--- src/rtl/pcs_align_pkg.sv ---
// Shared definitions for 8b/10b comma alignment: K28.5 codes, aligner FSM states, window slicing.
// Latency: n/a (types, constants and a combinational helper only).
// Backpressure: n/a.
//
// Contents:
//   K28_5_RDN / K28_5_RDP : K28.5 comma in both running disparities, first-received bit at MSB
//   align_state_t         : SEARCH / CONFIRM / LOCKED
//   slice_win()           : extract Slice(k) from a {prev, current} window
package pcs_align_pkg;

   localparam int K_W = 10;

   localparam logic [K_W-1:0] K28_5_RDN = 10'b0011111010;
   localparam logic [K_W-1:0] K28_5_RDP = 10'b1100000101;

   // Widest symbol the slicing helper supports; windows are zero-extended to this.
   localparam int MAX_SYM_W = 16;

   typedef logic [2*MAX_SYM_W-1:0] win_t;

   typedef enum logic [1:0] {
      SEARCH  = 2'd0,
      CONFIRM = 2'd1,
      LOCKED  = 2'd2
   } align_state_t;

   // Slice(k) = W[2*sym_w-1-k -: sym_w]. With the window zero-extended into win_t,
   // that is simply the low sym_w bits of W >> (sym_w - k); caller truncates.
   function automatic logic [MAX_SYM_W-1:0] slice_win(input win_t        win,
                                                      input int unsigned sym_w,
                                                      input int unsigned k);
      return MAX_SYM_W'(win >> (sym_w - k));
   endfunction

endpackage

--- src/rtl/pcs_comma_detect.sv ---
// K28.5 comma search over every bit offset of a two-word window; reports lowest matching offset.
// Latency: purely combinational, zero cycles.
// Backpressure: none; caller qualifies the result with its own valid.
//
// Ports:
//   window  : {previous word, current word}, first-received bit at MSB
//   hit     : some offset k in 0..SYM_W-1 holds a K28.5 (either disparity)
//   hit_off : lowest such k (0 when hit is low)
module pcs_comma_detect
   import pcs_align_pkg::*;
#(
   parameter int SYM_W = 10,
   parameter int OFF_W = $clog2(SYM_W)
)
(
   input  logic [2*SYM_W-1:0] window,
   output logic               hit,
   output logic [OFF_W-1:0]   hit_off
);

   logic [SYM_W-1:0] sl;

   // Scan from the highest offset down so the lowest matching offset is the last written.
   always_comb begin
      hit     = 1'b0;
      hit_off = '0;
      sl      = '0;
      for (int k = SYM_W - 1; k >= 0; k--) begin
         sl = SYM_W'(slice_win(win_t'(window), SYM_W, k));
         if (sl == SYM_W'(K28_5_RDN) || sl == SYM_W'(K28_5_RDP)) begin
            hit     = 1'b1;
            hit_off = OFF_W'(k);
         end
      end
   end

endmodule

--- src/rtl/pcs_comma_aligner.sv ---
// 8b/10b symbol aligner: finds K28.5, locks a bit offset after LOCK_CNT consistent commas, emits aligned words.
// Latency: one cycle, Collected_Data at edge n -> all outputs registered at edge n+1.
// Backpressure: none; In_Valid low freezes all state and drops Aligned_Valid for that cycle.
//
// Ports:
//   WordClk, RST_n        : word clock; synchronous active-low reset
//   Collected_Data/In_Valid : raw PMA word (bit SYM_W-1 received first) and its qualifier
//   Aligned_Data/Aligned_Valid : word sliced at the current offset and its qualifier
//   Is_Comma              : Aligned_Data is K28.5 (either disparity), valid in every state
//   Locked / Align_Offset : alignment lock flag and current bit offset
//   Lock_Lost             : one-cycle pulse when lock is dropped by misaligned commas
//   Lock_Loss_Cnt         : saturating count of lock losses when PCS_ALIGN_STATS_EN is defined,
//                           tied to zero otherwise (port list identical in both builds)
module pcs_comma_aligner
   import pcs_align_pkg::*;
#(
   parameter int SYM_W      = 10,
   parameter int LOCK_CNT   = 3,
   parameter int UNLOCK_CNT = 4,
   parameter int OFF_W      = $clog2(SYM_W)
)
(
   input  logic             WordClk,
   input  logic             RST_n,
   input  logic [SYM_W-1:0] Collected_Data,
   input  logic             In_Valid,
   output logic [SYM_W-1:0] Aligned_Data,
   output logic             Aligned_Valid,
   output logic             Is_Comma,
   output logic             Locked,
   output logic [OFF_W-1:0] Align_Offset,
   output logic             Lock_Lost,
   output logic [7:0]       Lock_Loss_Cnt
);

   localparam logic [3:0] LOCK_CNT_C   = 4'(LOCK_CNT);
   localparam logic [3:0] UNLOCK_CNT_C = 4'(UNLOCK_CNT);

   align_state_t       state;
   logic [SYM_W-1:0]   prev;
   logic [OFF_W-1:0]   offset;
   logic [3:0]         cnt;
   logic [3:0]         err;

   logic [2*SYM_W-1:0] window;
   logic               hit;
   logic [OFF_W-1:0]   hit_off;
   logic [OFF_W-1:0]   off_nx;
   logic [SYM_W-1:0]   slice_nx;
   logic               comma_nx;
   logic               drop_lock;

   assign window = {prev, Collected_Data};

   pcs_comma_detect #(
      .SYM_W   (SYM_W),
      .OFF_W   (OFF_W)
   ) u_detect (
      .window  (window),
      .hit     (hit),
      .hit_off (hit_off)
   );

   // Offset being written this edge. Outside LOCKED any hit re-targets the offset
   // (a hit at the same offset rewrites the same value), so the output slice follows
   // the new offset immediately and the lock-completing comma comes out aligned.
   always_comb begin
      off_nx = offset;
      if (In_Valid && hit && state != LOCKED) begin
         off_nx = hit_off;
      end
   end

   assign slice_nx  = SYM_W'(slice_win(win_t'(window), SYM_W, 32'(off_nx)));
   assign comma_nx  = (slice_nx == SYM_W'(K28_5_RDN)) || (slice_nx == SYM_W'(K28_5_RDP));

   // Lowest-k priority already lives in hit_off, so a word carrying both an aligned and
   // a misaligned comma counts as whichever sits at the lower offset.
   assign drop_lock = In_Valid && hit && (state == LOCKED) && (hit_off != offset) &&
                      (err + 4'd1 == UNLOCK_CNT_C);

   always_ff @(posedge WordClk) begin
      if (!RST_n) begin
         state         <= SEARCH;
         prev          <= '0;
         offset        <= '0;
         cnt           <= '0;
         err           <= '0;
         Aligned_Data  <= '0;
         Aligned_Valid <= 1'b0;
         Is_Comma      <= 1'b0;
         Locked        <= 1'b0;
         Lock_Lost     <= 1'b0;
      end else begin
         Aligned_Valid <= In_Valid;
         Lock_Lost     <= drop_lock;
         if (In_Valid) begin
            prev         <= Collected_Data;
            offset       <= off_nx;
            Aligned_Data <= slice_nx;
            Is_Comma     <= comma_nx;
            if (hit) begin
               unique case (state)
                  SEARCH: begin
                     cnt <= 4'd1;
                     if (LOCK_CNT_C == 4'd1) begin
                        state  <= LOCKED;
                        Locked <= 1'b1;
                     end else begin
                        state  <= CONFIRM;
                     end
                  end
                  CONFIRM: begin
                     if (hit_off == offset) begin
                        cnt <= cnt + 4'd1;
                        if (cnt + 4'd1 == LOCK_CNT_C) begin
                           state  <= LOCKED;
                           Locked <= 1'b1;
                        end
                     end else begin
                        // Comma at a new phase: restart the run there.
                        cnt <= 4'd1;
                     end
                  end
                  LOCKED: begin
                     if (hit_off == offset) begin
                        err <= '0;
                     end else if (drop_lock) begin
                        // Offset is kept; the next SEARCH hit overwrites it.
                        state  <= SEARCH;
                        Locked <= 1'b0;
                        err    <= '0;
                        cnt    <= '0;
                     end else begin
                        err <= err + 4'd1;
                     end
                  end
                  default: begin
                     state  <= SEARCH;
                     Locked <= 1'b0;
                  end
               endcase
            end
         end
      end
   end

   assign Align_Offset = offset;

`ifdef PCS_ALIGN_STATS_EN
   logic [7:0] loss_cnt;

   // Counts on the same edge that raises Lock_Lost; only reset clears it.
   always_ff @(posedge WordClk) begin
      if (!RST_n) begin
         loss_cnt <= '0;
      end else if (drop_lock && loss_cnt != 8'hFF) begin
         loss_cnt <= loss_cnt + 8'd1;
      end
   end

   assign Lock_Loss_Cnt = loss_cnt;
`else
   assign Lock_Loss_Cnt = '0;
`endif

endmodule

--- config.mk ---
export PLATFORM = sky130hd
export DESIGN_NAME = pcs_comma_aligner
export DESIGN_NICKNAME = d
export VERILOG_FILES = /design/src/rtl/pcs_align_pkg.sv /design/src/rtl/pcs_comma_detect.sv /design/src/rtl/pcs_comma_aligner.sv
export SDC_FILE = /design/constraint.sdc
export NUM_CORES = 1
export LEC_CHECK = 0
export ABC_AREA = 1
export CAP_MARGIN = 5
export CORE_ASPECT_RATIO = 1.2
export CORE_MARGIN = 4
export CORE_UTILIZATION = 45
export CTS_BUF_LIST = sky130_fd_sc_hd__clkbuf_8
export DETAILED_ROUTE_END_ITERATION = 6
export PLACE_DENSITY = 0.68
export SLEW_MARGIN = 20
export SYNTH_ARGS = -nofsm -noshare
export SYNTH_HDL_FRONTEND = slang
export SYNTH_HIERARCHICAL = 1
export SYNTH_SLANG_ARGS = --single-unit
--- constraint.sdc ---
create_clock -name WordClk -period 3.65 [get_ports WordClk]
set_input_delay 0.5475 -clock WordClk [delete_from_list [all_inputs] [get_ports WordClk]]
set_output_delay 0.5475 -clock WordClk [all_outputs]
set_load 0.1 [all_outputs]
# == Word-level counts from Yosys, hierarchy flattened ==
# Index checks and enable logic that the tools add are counted.
# word_totals
ff_bits,38
in_bits,13
out_inout_bits,26
elab_cells,107
# op_classes
add_sub_neg,3
eq_ne,33
shift,1
n_mux,37
n_bitwise,1
reduce_logical,22
# op_table
cell,n
$eq A10 B10 Y1 const B,11
$eq A10 B8 Y1 const B,11
$mux W4,16
$shr A20 B32 Y10,1
$mux W1,14
$pmux W4 S3,1
$logic_or A1 B1 Y1,11
$ne A2 B2 Y1 const B,5
$add A4 B1 Y4 const B,2
$mux W2,4
$reduce_and A7 Y1,1
$pmux W2 S3,1
$reduce_and A6 Y1,1
$logic_and A1 B1 Y1,5
$reduce_and A5 Y1,1
$sub A4 B4 Y5 const A,1
$eq A4 B2 Y1 const B,1
$eq A4 B3 Y1 const B,1
$eq A4 B4 Y1,1
$ne A4 B4 Y1,1
$pmux W1 S3,1
$reduce_and A3 Y1,1
$reduce_bool A3 Y1,1
$eq A2 B1 Y1 const B,1
other kinds (3),3

# == Longest topological paths before layout ==
# depth
word_depth,19
mapped_depth,32
mapped_depth_nobuf,30

# == Modules after synthesis ==
# Netlist, hierarchy kept.
# modules_own_cells
mod,instances,cells_each,area_each_um2,seq_area_each_um2
pcs_comma_aligner,1,415,2748.9,760.7
pcs_comma_detect,1,150,660.6,0.0

# == Worst setup path before layout ==
# OpenSTA, ideal clock, no wires.
# synth_timing
path_kind,in2reg
startpoint,input port Collected_Data[9]
endpoint,register Is_Comma
setup_time_ns,0.109
t_arrival_ns,3.469
required_ns,3.541
path_slack_ns,0.072
cell_stages,27
path_buffers,4
cell_sequence,buf_4 > nand2_1 > nor2_1 > nand3_1 > nand2_1 > clkinv_1 > nand2_1 > nor2_2 > nand3_1 > nand3_4 > nand2_1 > o21ai_4 > buf_2 > ha_1 > clkbuf_1 > buf_1 > nand3_1 > nand3_1 > nand2_1 > nand2_1 > nand2_1 > nand2_1 > nor2_1 > nand3_1 > nand3_1 > nand2_1 > inv_1
# synth_via
elab_chain_len,19
elab_cells_between_ends,55
cone_classes,add/sub: 1; eq/ne: 20; shift: 1; mux: 21; reduce/logical: 12
# synth_rtl
item,line_no,source
"start, declared",pcs_comma_aligner.sv:25,"input logic [SYM_W-1:0] Collected_Data,"
$eq A10 B8 Y1 / $eq A10 B10 Y1 (equally long branches),pcs_comma_detect.sv:30,if (sl == SYM_W'(K28_5_RDN) || sl == SYM_W'(K28_5_RDP)) begin
$logic_or A1 B1 Y1,pcs_comma_detect.sv:30,
$mux W1 (8 in series),pcs_comma_detect.sv:30,
$mux W1 (*) (2 in series),pcs_comma_detect.sv:30,
net hit,pcs_comma_aligner.sv:46,logic hit;
$logic_and A1 B1 Y1 (*) (2 in series),pcs_comma_aligner.sv:69,if (In_Valid && hit && state != LOCKED) begin
$mux W4 (*),pcs_comma_aligner.sv:69,
net off_nx[0],pcs_comma_aligner.sv:48,logic [OFF_W-1:0] off_nx;
$sub A4 B4 Y5 (*),pcs_align_pkg.sv:32,return MAX_SYM_W'(win >> (sym_w - k));
$shr A20 B32 Y10 (*),pcs_align_pkg.sv:32,
$eq A10 B8 Y1 / $eq A10 B10 Y1 (equally long branches),pcs_comma_aligner.sv:75,assign comma_nx = (slice_nx == SYM_W'(K28_5_RDN)) || (slice_nx == SYM_W'(K28_5_RDP));
$logic_or A1 B1 Y1 (*),pcs_comma_aligner.sv:75,
"end signal, assigned",pcs_comma_aligner.sv:101,Is_Comma <= comma_nx;
"end, declared",pcs_comma_aligner.sv:29,"output logic Is_Comma,"
# The timed path passes the listed nets; every way through them passes the cells marked *.
# A chain may end at the register's enable or synchronous reset.

# == Worst setup path after layout ==
# layout_timing
startpoint,input port Collected_Data[9]
endpoint,register Is_Comma
# layout_via
elab_chain_len,19
elab_cells_between_ends,55
cone_classes,add/sub: 1; eq/ne: 20; shift: 1; mux: 21; reduce/logical: 12
# layout_rtl
item,line_no
$eq A10 B8 Y1 / $eq A10 B10 Y1 (equally long branches),pcs_comma_detect.sv:30
$logic_or A1 B1 Y1,pcs_comma_detect.sv:30
$mux W1 (8 in series),pcs_comma_detect.sv:30
$mux W1 (*) (2 in series),pcs_comma_detect.sv:30
net hit,pcs_comma_aligner.sv:46
$logic_and A1 B1 Y1 (*) (2 in series),pcs_comma_aligner.sv:69
$mux W4 (*),pcs_comma_aligner.sv:69
$sub A4 B4 Y5 (*),pcs_align_pkg.sv:32
$shr A20 B32 Y10 (*),pcs_align_pkg.sv:32
$eq A10 B8 Y1 / $eq A10 B10 Y1 (equally long branches),pcs_comma_aligner.sv:75
$logic_or A1 B1 Y1 (*),pcs_comma_aligner.sv:75
# Marked as above.

==> reports/metrics.cfg <==
[detailed_routing]
first_pass_iters = 5
route.vias.total = 4045
wl_per_cell_um = 14.43
drc = 0
drtIter0Drc = 126
vias_per_cell = 5.518
wirelength_mm = 10.58
route.antenna.remaining_nets = 0

[timing]
clock_skew_ns = 0.01266
setup_violations = 0
tightest_slew_ns = 0.9897
slew_violations = 0
final_hold_viol_count = 0
min_period_ns = 3.417
fmax_mhz = 292.7
fin_setup_tns_ns = 0
finalCritPeriodShare = 0.9361
max_slew_margin = 0.3381

[floorplanning]
die_area_sq_um = 9039
die_y_um = 103.4
start_util = 0.4660
row_count = 34
die_w_um = 87.46
core-area_sq_um = 7317
boundaryPins = 39

[cells_and_area]
n_antenna_cell = 0
final_util = 0.6419
fillers = 652
stdcell_count = 733
ff_latch_area_sq_um = 760.7
drive_gt1_frac = 0.2675
syn2layout_area_growth_pct = 37.76
fin_area_sq_um = 4697
final_nets = 665
multi_input_area_sq_um = 2549

[hold_path]
worstHoldPathCells = 2
hold_class = register to register

[worst_setup_path]
cp.required_ns = 3.90
cp_max_fo = 8
cpLargestDelayFamily = simple AND/OR/NAND/NOR gates
cp_slowest_stage_delay_ns = 0.27
cp.depth = 29
worst_path_max_delay_cell = dlygate4sd2_1
worstPathArrival_ns = 3.67
critical_path_class = primary input to register
critPathLaunchType = primary input
worst_path_most_repeated_cell = nand3_1
cp_num_buf_inv = 7
cp-end-kind = register
reg2reg_depth = 26

[yosys]
yosysWarnings = 6
synth_edf_count = 0
synth_cell_types = 38
synthArstFlopShare = 0
yosysMostFrequentCell = nand3_1
syn_area_sq_um = 3410
seq_area_frac_synth = 0.2231
synth.top_cells.by_area = dfxtp_1, nand3_1, nand2_1
synthTopCellsByCount = nand3_1, nand2_1, nor2_1, inv_1, dfxtp_1
synth_top_cell_area_share = 0.2231
postSynthAreaPerCell_sq_um = 6.035
synth_area_leader_cell = dfxtp_1
synth-seq-cells = 38
ys.flop_type = dfxtp_1
syn_inst = 565

[power_and_ir_drop]
ir_drop_mv = 0.2584
powerDensity_nw_per_um2 = 255.0
p_leak_nw = 2.159

[grt]
grt_pass1_wl_mm = 17.44
grt_util_met3 = 0.03328
grt_pass1_vias = 3876
antenna_found_initial = 0
overflow = 0
top_usage_layer = met2
use_met1 = 0.2903
use_met2 = 0.4113
grt_max_degree = 37
grt_usage = 0.2348

[clocking]
clk_pin_slew_ns = 0.08
clockBufferDepth = 2
numCtsBuffers = 5
clkLatencyLatePin_ns = 0.30
htreeDepth = 2
cts_tree = done
cts_sinks = 38
cts-root-buf = clkbuf_8

[placement]
gp_routability_congestion = 0.9980
place.port_buffers = 30
dpl_cell_area_sq_um = 4159
dp_cells = 719
dp_hpwl_mm = 7.560

[status]
status = completed

[flow_run]
drv_cap = 0

## tightest hold or removal path, stage by stage, from the launching register on
cell     delay, ns
dfxtp_1       0.31
o21ai_0       0.07
a21oi_1       0.06
## metrics by stage
stage / hold slack (ns) / total power, mW / setup slack (ns)
after detailed placement: 0.4712 / 0.7552 / -0.3800
after floorplan: 0.4579 / 0.6646 / 0.07224
after global routing: 0.5006 / 1.250 / -0.07102
after global placement: 0.4618 / 0.7526 / -0.3521
after CTS: 0.4852 / 1.190 / 0.06509
final: 0.4800 / 1.198 / 0.2333
## area by class of cell
type                            instances  area share
Multi-Input combinational cell        444      0.5426
Timing Repair Buffer                   97      0.1974
Sequential cell                        38      0.1620
Inverter                               56     0.04475
Tap cell                               90     0.02397
Clock buffer                            5     0.01465
Clock inverter                          3     0.01465
## routing by layer
layer  vias up  routed length [um]
li1       2007                   -
met4         0                 299
met3        32                 590
met5         -                   0
met1      1863                4341
met2       143                5344
## path summary, 6_finish.rpt
kind | slack (ns) | to | from
hold / removal | 0.48 | Locked | Locked
setup / recovery | 0.23 | Is_Comma | Collected_Data[9]
setup reg to reg | 0.28 | Is_Comma | prev[3]
hold reg to reg | 0.48 | Locked | Locked
## kinds of logic after synthesis
logic type / after synthesis / synth area share
compound gates: 64 / 0.1097
other cells: 1 / 0.001100
fa+ha+maj: 10 / 0.03670
simple gates: 355 / 0.4881
buf+inv: 90 / 0.1233
xor+xnor: 7 / 0.01798
flops: 38 / 0.2231
## power by group
group / switching [mW] / internal (mW) / leakage (nW) / total, mW
sequential: 0.0225 / 0.431 / 0.311 / 0.454
clock: 0.162 / 0.274 / 0.0683 / 0.436
combinational: 0.214 / 0.0943 / 1.78 / 0.308
total: 0.398 / 0.799 / 2.16 / 1.20
## placed cells by master, fill, tap and decap left out, types with 2 or more instances in the layout
master,Yosys,routed
inv_2,9,11
ha_1,10,9
o211a_1,3,3
nand3b_1,4,4
nand2_2,4,12
conb_1,1,8
inv_1,43,41
a21oi_1,17,17
xnor2_1,6,6
a31oi_1,2,2
buf_12,0,6
o21ai_4,1,4
nand2_1,100,91
o21ai_1,4,2
dlymetal6s2s_1,0,3
nor2_1,88,86
nor2_4,1,2
nand4_1,10,10
nor2_2,8,9
clkdlybuf4s50_1,0,21
nor3_1,2,2
buf_6,1,4
nand3_4,1,3
dfxtp_1,38,38
o211ai_1,2,2
o21ai_0,29,28
bufinv_16,0,2
o21ai_2,2,2
dlygate4sd2_1,0,5
clkbuf_8,0,5
buf_4,14,55
nand3_1,123,84
nand3_2,13,50
clkinv_1,4,4
## what timing repair did
item,CTS,global route
setup endpoints to repair,2,7
gates cloned,1,1
hold buffers,0,0
resized for setup,15,66
setup buffers,0,4
pin swaps,2,18
## registers in the layout, summed over array words and instances, names as in the netlist
name	cells
state	2
cnt	4
Lock_Lost	1
Align_Offset	4
Aligned_Data	10
Is_Comma	1
err	4
Locked	1
Aligned_Valid	1
prev	10
Note: power is estimated with default switching activity, not from simulation.
